### config.mk
export PLATFORM = sky130hd
export DESIGN_NAME = pwm_compare_flat
export DESIGN_NICKNAME = d
export VERILOG_FILES = /design/src/rtl/pwm_compare_if.sv /design/src/rtl/pwm_compare.sv /design/src/flat_wrapper.sv
export SDC_FILE = /design/constraint.sdc
export NUM_CORES = 1
export LEC_CHECK = 0
export ABC_CLOCK_PERIOD_IN_PS = 1660
export BUFFER_PORTS_ARGS = -buffer_cell sky130_fd_sc_hd__buf_4
export CAP_MARGIN = 20
export CORE_AREA = 2 2 63 53
export DETAILED_ROUTE_END_ITERATION = 8
export DIE_AREA = 0 0 65 55
export GPL_TIMING_DRIVEN = 1
export PLACE_DENSITY = 0.51
export SLEW_MARGIN = 5
export SYNTH_ARGS = -nofsm -noshare
export SYNTH_HDL_FRONTEND = slang
export SYNTH_SLANG_ARGS = --single-unit
### constraint.sdc
create_clock -name clk -period 1.66 [get_ports clk]
set_input_delay 0.332 -clock clk [delete_from_list [all_inputs] [get_ports clk]]
set_output_delay 0.332 -clock clk [all_outputs]
set_load 0.02 [all_outputs]
### src/rtl/pwm_compare_if.sv
// Duty configuration channel: valid/ready handshake carrying a requested duty.
// The master offers cfg_duty with cfg_valid; the slave signals room with cfg_ready.
interface pwm_compare_if #(
  parameter int WIDTH = 4
);
  logic             cfg_valid;
  logic             cfg_ready;
  logic [WIDTH:0]   cfg_duty;

  modport master (
    output cfg_valid,
    output cfg_duty,
    input  cfg_ready
  );

  modport slave (
    input  cfg_valid,
    input  cfg_duty,
    output cfg_ready
  );
endinterface

### src/rtl/pwm_compare.sv
// Compare-stage PWM generator fed by an upstream WIDTH-bit up counter.
// Produces a registered PWM from (cnt_in < active_duty), a one-cycle tick on
// each counter wrap, and double-buffers duty updates so a new duty only takes
// effect at a wrap while the generator is running.
//
//  state   | meaning
//  --------+-------------------------------------------------------------
//  ST_OFF  | output forced low; accepted duty is applied immediately
//  ST_RUN  | generating PWM; no duty update outstanding
//  ST_PEND | generating PWM; shadow duty waits for the next wrap
module pwm_compare #(
  parameter int WIDTH = 4
) (
  input  logic             clk,
  input  logic             reset,
  input  logic [WIDTH-1:0] cnt_in,
  input  logic             cnt_en,
  input  logic             run,
  pwm_compare_if.slave     cfg,
  output logic             pwm_out,
  output logic             period_tick,
  output logic [WIDTH:0]   active_duty
);

  typedef enum logic [1:0] {
    ST_OFF  = 2'd0,
    ST_RUN  = 2'd1,
    ST_PEND = 2'd2
  } state_t;

  localparam logic [WIDTH:0]   DUTY_FULL = {1'b1, {WIDTH{1'b0}}};
  localparam logic [WIDTH-1:0] CNT_LAST  = {WIDTH{1'b1}};

  state_t           state_q, state_d;
  logic [WIDTH:0]   active_q, active_d;
  logic [WIDTH:0]   shadow_q, shadow_d;
  logic             ready_q, ready_d;
  logic             pwm_q, pwm_d;
  logic             tick_q, tick_d;

  logic             wrap;
  logic             accept;
  logic             cmp_high;
  logic [WIDTH:0]   duty_clamped;

  // Handshake, wrap detection, duty clamp and the raw compare.
  always_comb begin
    wrap         = cnt_en && (cnt_in == CNT_LAST);
    accept       = cfg.cfg_valid && ready_q;
    cmp_high     = ({1'b0, cnt_in} < active_q);
    duty_clamped = (cfg.cfg_duty > DUTY_FULL) ? DUTY_FULL : cfg.cfg_duty;
  end

  // Next-state and next-output logic; run=0 always wins over a pending wrap.
  always_comb begin
    state_d  = state_q;
    active_d = active_q;
    shadow_d = shadow_q;
    ready_d  = ready_q;
    pwm_d    = 1'b0;
    tick_d   = 1'b0;

    case (state_q)
      ST_OFF: begin
        if (accept) begin
          active_d = duty_clamped;
        end
        if (run) begin
          state_d = ST_RUN;
        end
      end

      ST_RUN: begin
        tick_d = wrap;
        if (!run) begin
          state_d = ST_OFF;
          if (accept) begin
            active_d = duty_clamped;
          end
        end else begin
          pwm_d = cmp_high;
          if (accept) begin
            if (wrap) begin
              // Arrives exactly at the period boundary: no need to buffer.
              active_d = duty_clamped;
            end else begin
              shadow_d = duty_clamped;
              ready_d  = 1'b0;
              state_d  = ST_PEND;
            end
          end
        end
      end

      ST_PEND: begin
        tick_d = wrap;
        if (!run) begin
          active_d = shadow_q;
          ready_d  = 1'b1;
          state_d  = ST_OFF;
        end else begin
          pwm_d = cmp_high;
          if (wrap) begin
            active_d = shadow_q;
            ready_d  = 1'b1;
            state_d  = ST_RUN;
          end
        end
      end

      default: begin
        state_d = ST_OFF;
        ready_d = 1'b1;
      end
    endcase
  end

  // State and output registers with synchronous active-low reset.
  always_ff @(posedge clk) begin
    if (!reset) begin
      state_q  <= ST_OFF;
      active_q <= '0;
      shadow_q <= '0;
      ready_q  <= 1'b1;
      pwm_q    <= 1'b0;
      tick_q   <= 1'b0;
    end else begin
      state_q  <= state_d;
      active_q <= active_d;
      shadow_q <= shadow_d;
      ready_q  <= ready_d;
      pwm_q    <= pwm_d;
      tick_q   <= tick_d;
    end
  end

  assign cfg.cfg_ready = ready_q;
  assign pwm_out       = pwm_q;
  assign period_tick   = tick_q;
  assign active_duty   = active_q;

endmodule

### src/flat_wrapper.sv
// flat-port wrapper written by rule: the top's interface ports become plain ports
module pwm_compare_flat 
#(
  parameter int WIDTH = 4
)
  (clk, reset, cnt_in, cnt_en, run, pwm_out, period_tick, active_duty, cfg_cfg_valid, cfg_cfg_duty, cfg_cfg_ready);
  pwm_compare_if #(.WIDTH(WIDTH)) cfg_i ();
  input  logic clk;
  input  logic reset;
  input  logic [WIDTH-1:0] cnt_in;
  input  logic cnt_en;
  input  logic run;
  output logic pwm_out;
  output logic period_tick;
  output logic [WIDTH:0] active_duty;
  input wire logic [$bits(cfg_i.cfg_valid)-1:0] cfg_cfg_valid;
  input wire logic [$bits(cfg_i.cfg_duty)-1:0] cfg_cfg_duty;
  output wire logic [$bits(cfg_i.cfg_ready)-1:0] cfg_cfg_ready;
  assign cfg_i.cfg_valid = cfg_cfg_valid;
  assign cfg_i.cfg_duty = cfg_cfg_duty;
  assign cfg_cfg_ready = cfg_i.cfg_ready;
  pwm_compare #(.WIDTH(WIDTH)) u_core (.clk(clk), .reset(reset), .cnt_in(cnt_in), .cnt_en(cnt_en), .run(run), .cfg(cfg_i), .pwm_out(pwm_out), .period_tick(period_tick), .active_duty(active_duty));
endmodule
==> results.yml, run 1 <==
status:
  outcome: "complete, no violations"
power_and_ir_drop:
  p_leak_nw: 0.555
  powerDensity_nw_per_um2: 1040
  vdd_drop_max_mv: 0.381
floorplan:
  fp.dieW_microns: 65
  io_pins: 22
  initial_utilization_pct: 33.5
  rows: 18
  die-height_microns: 55
  die_area_sq_um: 3580
  core_sq_um: 2950
global_routing:
  grt_max_degree: 14
  grt_usage_pct: 15.1
  grt_overflow_total: 0
  grt_pass1_wl_mm: 3.97
  grt_pass1_vias: 800
  antenna_found_initial: 0
clocking:
  clkTransAtPathRegs_ps: 60
  root_buffer: "clkbuf_8"
  cts_max_level: 1
  clockBufferDepth: 2
  numCtsBuffers: 3
  cts_num_sinks: 15
  cts_tree: "built"
  clk-insertion-delay-late_ps: 240
setup_path:
  crit_path_max_incr_delay_ps: 360
  slowest_stage: "dfxtp_1"
  crit_arrival_ps: 1730
  cp_cell_sequence: "inv_1, ha_2, o21ai_1, a41oi_2, buf_4, a21oi_4, nor2_1, a211oi_1"
  crit_path_end_kind: "flop"
  crit_type: "reg -> reg"
  cp-start-kind: "flop"
  cp.required_ps: 1820
  critPathMaxFanout: 5
timing:
  fin_crit_ps: 1570
  final-hold-violation-count: 0
  max_freq_ghz: 0.637
  rsz0062_at_grt: "false"
  finalSetupViolCount: 0
  finalCritPeriodShare_pct: 94.6
  final_max_slew_viol_count: 0
  slew_headroom_pct: 72.1
  tns_ps: 0
  skew_ps: 0.707
  tightestPinTransition_ps: 418
synthesis:
  synth_cells: 109
  synth_nets: 130
  synth.distinct_cells: 37
  ys_ff_latch: 15
  seq_area_frac_synth_pct: 30.3
  netlist_area_sq_um: 990
  avgSynthCellArea_sq_um: 9.08
  yosysWarningCount: 0
place:
  postPlaceCellArea_sq_um: 1190
  portBuffers: 21
  gp_congestion: 0.800
  hpwlAfterDp_mm: 1.77
finish:
  final_cell_mix: "buf_4 (26), dfxtp_1 (15), nor2_1 (11)"
  postLayoutCellArea_sq_um: 1270
  antennaDiodeCount: 0
  final_common_cell: "buf_4"
  drive_above_1_share_pct: 33.1
  final_util_pct: 43.2
  area_growth_pct: 28.7
  nets: 158
detailed_routing:
  totalWireLength_mm: 2.36
  wl_per_cell_microns: 13.4
  num_vias: 882
  drt-initial-drc-count: 32
  antenna_left: 0
  drcViolationCount: 0
  vias_per_cell: 5.01
  dr.pass1.iters: 4
min_path:
  hold_path.class: "in -> reg"
run:
  drv_cap: 0
==> synth_stat cells (all sizes together) <==
library cell	n	area (sq um)
ha	7	87.6
o2111a	1	11.3
dfxtp	15	300
nor3	1	5.00
clkbuf	2	7.51
nor2b	4	25.0
a22o	5	43.8
o311ai	1	8.76
nand4b	1	8.76
a31o	1	8.76
a21o	2	15.0
nand2b	1	6.26
nand3	2	15.0
nor4b	1	8.76
a221oi	1	15.0
nor2	12	52.6
mux2	2	22.5
and3	1	11.3
a41oi	1	16.3
a31oi	1	6.26
o21ai	5	25.0
inv	8	30.0
buf	2	25.0
mux2i	5	50.1
a211oi	5	37.5
and2	1	8.76
nand2	10	37.5
a22oi	5	37.5
nand4	1	21.3
o31ai	2	15.0
a21oi	3	26.3
==> flip-flops by register name (all words and copies together) (netlist names) <==
register              flops
u_core.active_duty        5
u_core.shadow_q           5
u_core.period_tick        1
u_core.cfg.cfg_ready      1
u_core.pwm_out            1
u_core.state_q            2
==> repair_timing <==
item / 4_1_cts / 5_1_grt
hold buffers: 0 / 0
setup buffers: 0 / 2
setup endpoints to repair: 0 / 10
resized for setup: 0 / 4
==> logic make-up after synthesis <==
family / share of synthesized area, %
simple gates: 20.2
compound gates: 26.9
flops: 30.3
buf+inv: 6.32
mux: 7.33
fa+ha+maj: 8.85
==> per-stage QoR <==
step | setup slack [ps] | hold slack [ps] | total power [W] | cells
6_report | 89.7 | 338 | 0.00132 | 176
5_1_grt | 10.3 | 369 | 0.00144 | 176
4_1_cts | 68.4 | 339 | 0.00130 | 173
3_5_place_dp | 79.8 | 491 | 0.00101 | 169
3_3_place_gp | 86.4 | 482 | 0.00100 | 169
2_1_floorplan | 140 | 423 | 0.000821 | 109
==> worst max-delay path: cells and delay by family (launching register included) <==
kind / cells / cell delay [ps]
buffers and inverters: 2 / 270
AO/OA/AOI/OAI: 4 / 570
flip-flops: 1 / 360
AND/OR/NAND/NOR: 1 / 60
adder cells (fa/ha/maj): 1 / 220
==> cell type report <==
| type | instances | area (sq um) |
|---|---|---|
| Fill cell | 303 | 1680 |
| Sequential cell | 15 | 300 |
| Timing Repair Buffer | 26 | 195 |
| Multi-Input combinational cell | 83 | 653 |
| Tap cell | 40 | 50.0 |
| Inverter | 8 | 30.0 |
| Clock buffer | 4 | 45.0 |
==> power breakdown <==
part           switching (W)  internal, W  leakage [nW]
registers          0.0000394     0.000409         0.122
logic               0.000323     0.000262         0.411
clock network       0.000121     0.000170        0.0228
==> metal layers <==
layer  wire length, microns  track usage, %  vias up  share of wire (%)
met4                     34            6.38        0                1.4
met3                    115            4.66        5                4.9
li1                       -               -      454                  -
met1                   1140            19.6      402                 48
met2                   1070            23.5       21                 45
met5                      0               0        -                  0
==> worst paths after layout <==
check	from	end	slack [ps]	cells after the start
worst max-delay path	u_core.state_q[0]	u_core.active_duty[4]	90	8
worst min-delay path	reset	u_core.cfg.cfg_ready	340	2
worst max register to register	u_core.state_q[0]	u_core.active_duty[4]	90	8
worst min register to register	u_core.shadow_q[1]	u_core.shadow_q[1]	500	2
No activity file was read; power rests on OpenSTA's default activity.
==> run 2, diff against run 1 <==
==> constraint.sdc (replaced) <==
create_clock -name clk -period 1.66 [get_ports clk]
set_input_delay 0.332 -clock clk [delete_from_list [all_inputs] [get_ports clk]]
set_output_delay 0.332 -clock clk [all_outputs]
set_load 0.05 [all_outputs]
==> results.yml, run 2 (synthesized netlist as in run 1, its figures left out) <==
place:
  hpwlAfterDp_mm: 1.76
  dp_slack_ps: 1.36
  portBuffers: 21
  gp_congestion: 0.771
  postPlaceCellArea_sq_um: 1190
global_routing:
  grt_pass1_vias: 775
  grt_max_degree: 14
  grt_usage_pct: 13.9
  grt_pass1_wl_mm: 3.65
  antenna_found_initial: 0
  grt_overflow_total: 0
finish:
  drive_above_1_share_pct: 33.6
  final_common_cell: "buf_4"
  postLayoutCellArea_sq_um: 1260
  final_cell_mix: "buf_4 (24), dfxtp_1 (13), nor2_1 (11)"
  antennaDiodeCount: 0
  final_util_pct: 42.7
  area_growth_pct: 27.3
  nets: 156
floorplan:
  die-height_microns: 55
  fp.dieW_microns: 65
  die_area_sq_um: 3580
  io_pins: 22
  initial_utilization_pct: 33.5
  core_sq_um: 2950
  rows: 18
detailed_routing:
  dr.pass1.iters: 4
  wl_per_cell_microns: 13.2
  drt-initial-drc-count: 54
  drcViolationCount: 0
  num_vias: 878
  totalWireLength_mm: 2.30
  antenna_left: 0
  vias_per_cell: 5.05
timing:
  hold_ws_ps: 342
  slew_headroom_pct: 71.9
  finalCritPeriodShare_pct: 92.4
  tightestPinTransition_ps: 421
  max_freq_ghz: 0.652
  setup_ws_ps: 125
  tns_ps: 0
  finalSetupViolCount: 0
  rsz0062_at_grt: "false"
  final_max_slew_viol_count: 0
  final-hold-violation-count: 0
  skew_ps: 3.75
  fin_crit_ps: 1530
setup_path:
  cp-start-kind: "flop"
  crit_path_end_kind: "flop"
  slowest_stage: "dfxtp_1"
  crit_path_max_incr_delay_ps: 350
  crit_arrival_ps: 1690
  cp_cell_sequence: "inv_1, ha_2, nand2_1, a41oi_2, a21oi_4, nor2_1, a211oi_1"
  reg2reg_from: "u_core.state_q[1]"
  r2r_end: "u_core.active_duty[1]"
  reg2reg_slack_ps: 130
  crit_type: "reg -> reg"
  startpoint: "u_core.state_q[1]"
  critPathMaxFanout: 5
  cp.required_ps: 1820
  ff2ff_path_depth: 7
min_path:
  hold_depth: 2
  min_to: "u_core.cfg.cfg_ready"
  hold_start: "reset"
  hold_path.class: "in -> reg"
clocking:
  cts_max_level: 1
  clk-insertion-delay-late_ps: 250
  clkTransAtPathRegs_ps: 60
  root_buffer: "clkbuf_8"
  cts_tree: "built"
  clockBufferDepth: 2
  cts_num_sinks: 15
  numCtsBuffers: 3
power_and_ir_drop:
  seq_power_share_pct: 32.6
  p_clk_share_pct: 21.2
  powerDensity_nw_per_um2: 1100
  combPwrFrac_pct: 46.3
  p_leak_nw: 0.543
  p_int_w: 0.000831
  power.switching_w: 0.000553
  swShare_pct: 39.9
  vdd_drop_max_mv: 0.340
run:
  drv_cap: 0
status:
  outcome: "complete, no violations"
## run 2: cell count changes in the layout (fill, tap and decap cells not counted), sizes merged
cell,previous run,this run
buf,26,24
## run 2: cell type report
cell class | count | area [sq um]
clock buffers | 4 | 45.0
fillers | 306 | 1690
inverters | 8 | 30.0
multi-input cells | 83 | 652
flip-flops and latches | 15 | 303
well taps | 40 | 50.0
repair buffers | 24 | 180
## run 2: metal layers
layer / GRT usage [%] / wire [microns] / share of wire, %
met2: 21.8 / 1040 / 45
met3: 4.66 / 112 / 4.9
met1: 17.9 / 1110 / 48
met4: 5.32 / 27 / 1.2
met5: 0 / 0 / 0
## run 2: stage by stage
stage,total power (W),instances
after CTS,0.00137,173
after floorplan,0.000897,109
after global routing,0.00147,174
after global placement,0.00107,169
after detailed placement,0.00108,169
final,0.00138,174
## run 2: worst max-delay path, delay by kind of cell (launching register included)
| kind | cells | cell delay (ps) |
|---|---|---|
| AOI/OAI and AO/OA | 3 | 650 |
| adders and majority gates | 1 | 210 |
| buffers and inverters | 1 | 90 |
| DFF | 1 | 350 |
| and+or+nand+nor | 2 | 150 |
## run 2: worst max-delay path by stage
stage | endpoint | cells after the start | slack, ps
after CTS | u_core.active_duty[1] | 7 | 8
final | u_core.active_duty[1] | 7 | 130
after floorplan | u_core.active_duty[0] | 8 | 130
after global routing | u_core.active_duty[2] | 7 | 10
after detailed placement | u_core.active_duty[1] | 7 | 1
after global placement | u_core.shadow_q[0] | 7 | 100
## run 2: power by group through the flow
stage | clock network, W | registers, W | logic [W]
after floorplan | 0 | 0.000565 | 0.000332
after global placement | 0 | 0.000457 | 0.000618
after detailed placement | 0 | 0.000459 | 0.000621
after CTS | 0.000296 | 0.000451 | 0.000622
after global routing | 0.000315 | 0.000460 | 0.000699
final | 0.000293 | 0.000451 | 0.000641
## run 2: what timing repair did
item                       in CTS  in global routing
cloned                          0                  1
hold buffers                    0                  0
pin swaps                       1                  2
setup buffers                   0                  0
resized for setup               0                  4
hold endpoints to repair        0                  0
setup endpoints to repair       1                 11
==> run 3, diff against run 2 <==
--- a/config.mk
+++ b/config.mk
@@ -5,14 +5,14 @@
 export SDC_FILE = /design/constraint.sdc
 export NUM_CORES = 1
 export LEC_CHECK = 0
-export ABC_CLOCK_PERIOD_IN_PS = 1660
+export ABC_CLOCK_PERIOD_IN_PS = 1700
 export BUFFER_PORTS_ARGS = -buffer_cell sky130_fd_sc_hd__buf_4
 export CAP_MARGIN = 20
-export CORE_AREA = 2 2 63 53
+export CORE_AREA = 2 2 53 45
 export DETAILED_ROUTE_END_ITERATION = 8
-export DIE_AREA = 0 0 65 55
+export DIE_AREA = 0 0 55 47
 export GPL_TIMING_DRIVEN = 1
-export PLACE_DENSITY = 0.51
+export PLACE_DENSITY = 0.7
 export SLEW_MARGIN = 5
 export SYNTH_ARGS = -nofsm -noshare
 export SYNTH_HDL_FRONTEND = slang
==> constraint.sdc (replaced) <==
create_clock -name clk -period 1.7 [get_ports clk]
set_input_delay 0.34 -clock clk [delete_from_list [all_inputs] [get_ports clk]]
set_output_delay 0.34 -clock clk [all_outputs]
set_load 0.05 [all_outputs]
==> results.yml, run 3 (synthesized netlist as in run 1, its figures left out) <==
finish:
  final_cell_mix: "buf_4 (23), dfxtp_1 (14), nor2_1 (11)"
  area_growth_pct: 21.9
  final_common_cell: "buf_4"
  nets: 155
  antennaDiodeCount: 0
  drive_above_1_share_pct: 30.8
setup_path:
  cp_cell_sequence: "inv_1, ha_1, inv_2, nor2_4, a22o_1, a22oi_1, a211oi_1"
  cpLargestDelayFamily: "compound AO/OA/AOI/OAI gates"
  path_buf_inv: 2
  crit_type: "reg -> reg"
  cp.required_ps: 1920
  reg2reg_slack_ps: 110
  crit_arrival_ps: 1810
  crit_path_max_incr_delay_ps: 350
  crit_path_end_kind: "flop"
  slowest_stage: "dfxtp_2"
  critPathMaxFanout: 8
  cp-start-kind: "flop"
timing:
  finalCritPeriodShare_pct: 93.5
  skew_ps: 16.9
  final-hold-violation-count: 0
  tightestPinTransition_ps: 421
  fin_crit_ps: 1590
  setup_ws_ps: 110
  tns_ps: 0
  final_max_slew_viol_count: 0
  max_freq_ghz: 0.629
  finalSetupViolCount: 0
  rsz0062_at_grt: "false"
  slew_headroom_pct: 71.9
place:
  dp_slack_ps: 90.7
  hpwlAfterDp_mm: 1.65
  gp_congestion: 0.831
  portBuffers: 21
run:
  drv_cap: 0
status:
  outcome: "complete, no violations"
clocking:
  cts-hold-fix-buffers: 0
  clockBufferDepth: 2
  cts_num_sinks: 15
  numCtsBuffers: 3
  cts_tree: "built"
  clk-insertion-delay-late_ps: 300
  cts_setup_buffers: 0
  cts_max_level: 1
  clkTransAtPathRegs_ps: 110
  root_buffer: "clkbuf_4"
floorplan:
  io_pins: 22
  fp.dieW_microns: 55
  core_sq_um: 2060
  rows: 15
  die_area_sq_um: 2590
  initial_utilization_pct: 47.9
  die-height_microns: 47
min_path:
  hold_path.class: "in -> reg"
detailed_routing:
  antenna_left: 0
  vias_per_cell: 5.66
  num_vias: 895
  dr.pass1.iters: 5
  drt-initial-drc-count: 26
  drcViolationCount: 0
  totalWireLength_mm: 2.28
  wl_per_cell_microns: 14.4
global_routing:
  grt_pass1_wl_mm: 3.44
  grt_usage_pct: 19.1
  grt_pass1_vias: 738
  grt_max_degree: 14
  antenna_found_initial: 0
  grt_overflow_total: 0
power_and_ir_drop:
  p_leak_nw: 0.536
  vdd_drop_max_mv: 0.539
  powerDensity_nw_per_um2: 1050
==> run 3: cell count changes in the layout (fill, tap and decap cells not counted), sizes merged <==
| cell | previous run | this run |
|---|---|---|
| buf | 24 | 23 |
| clkbuf | 4 | 3 |
| clkinv | 0 | 1 |
==> run 3: stage by stage <==
stage / cells / hold slack [ps] / util [%] / total power (W) / cell area, sq um
after floorplan: 109 / 431 / - / 0.000874 / 990
after global placement: 153 / 480 / 56.2 / 0.00103 / 1160
after detailed placement: 153 / 488 / 56.2 / 0.00104 / 1160
after CTS: 157 / 275 / 57.6 / 0.00126 / 1190
after global routing: 158 / 294 / 58.4 / 0.00135 / 1210
final: 158 / 272 / 58.4 / 0.00127 / 1210
==> run 3: routing by layer <==
layer | vias up | track usage, % | share of wire [%]
li1 | 450 | - | -
met1 | 411 | 26.5 | 48
met2 | 32 | 28.8 | 44
met3 | 2 | 6.69 | 7.8
met4 | 0 | 4.39 | 0.66
met5 | - | 0 | 0
==> run 3: timing repair <==
| action | CTS | global route |
|---|---|---|
| gates resized for setup | 0 | 2 |
| endpoints found under the hold margin | 0 | 0 |
| setup endpoints to repair | 0 | 10 |
==> run 3: where the power goes <==
part	internal, W	switching (W)
combinational	0.000229	0.000381
clock	0.0000876	0.000132
sequential	0.000400	0.0000393
total	0.000716	0.000551
==> run 3: layout make-up <==
class | instances | area (sq um)
Fill cell | 197 | 858
Timing Repair Buffer | 23 | 173
Sequential cell | 15 | 302
Clock inverter | 1 | 5.00
Multi-Input combinational cell | 83 | 643
Clock buffer | 3 | 22.5
Tap cell | 25 | 31.3
Inverter | 8 | 30.0
==> run 3: worst paths after layout <==
check | depth (start not counted) | endpoint | startpoint
worst min-delay path | 2 | u_core.cfg.cfg_ready | reset
worst max-delay path | 7 | u_core.active_duty[0] | u_core.state_q[1]
worst max register to register | 7 | u_core.active_duty[0] | u_core.state_q[1]
worst min register to register | 2 | u_core.shadow_q[4] | u_core.shadow_q[4]
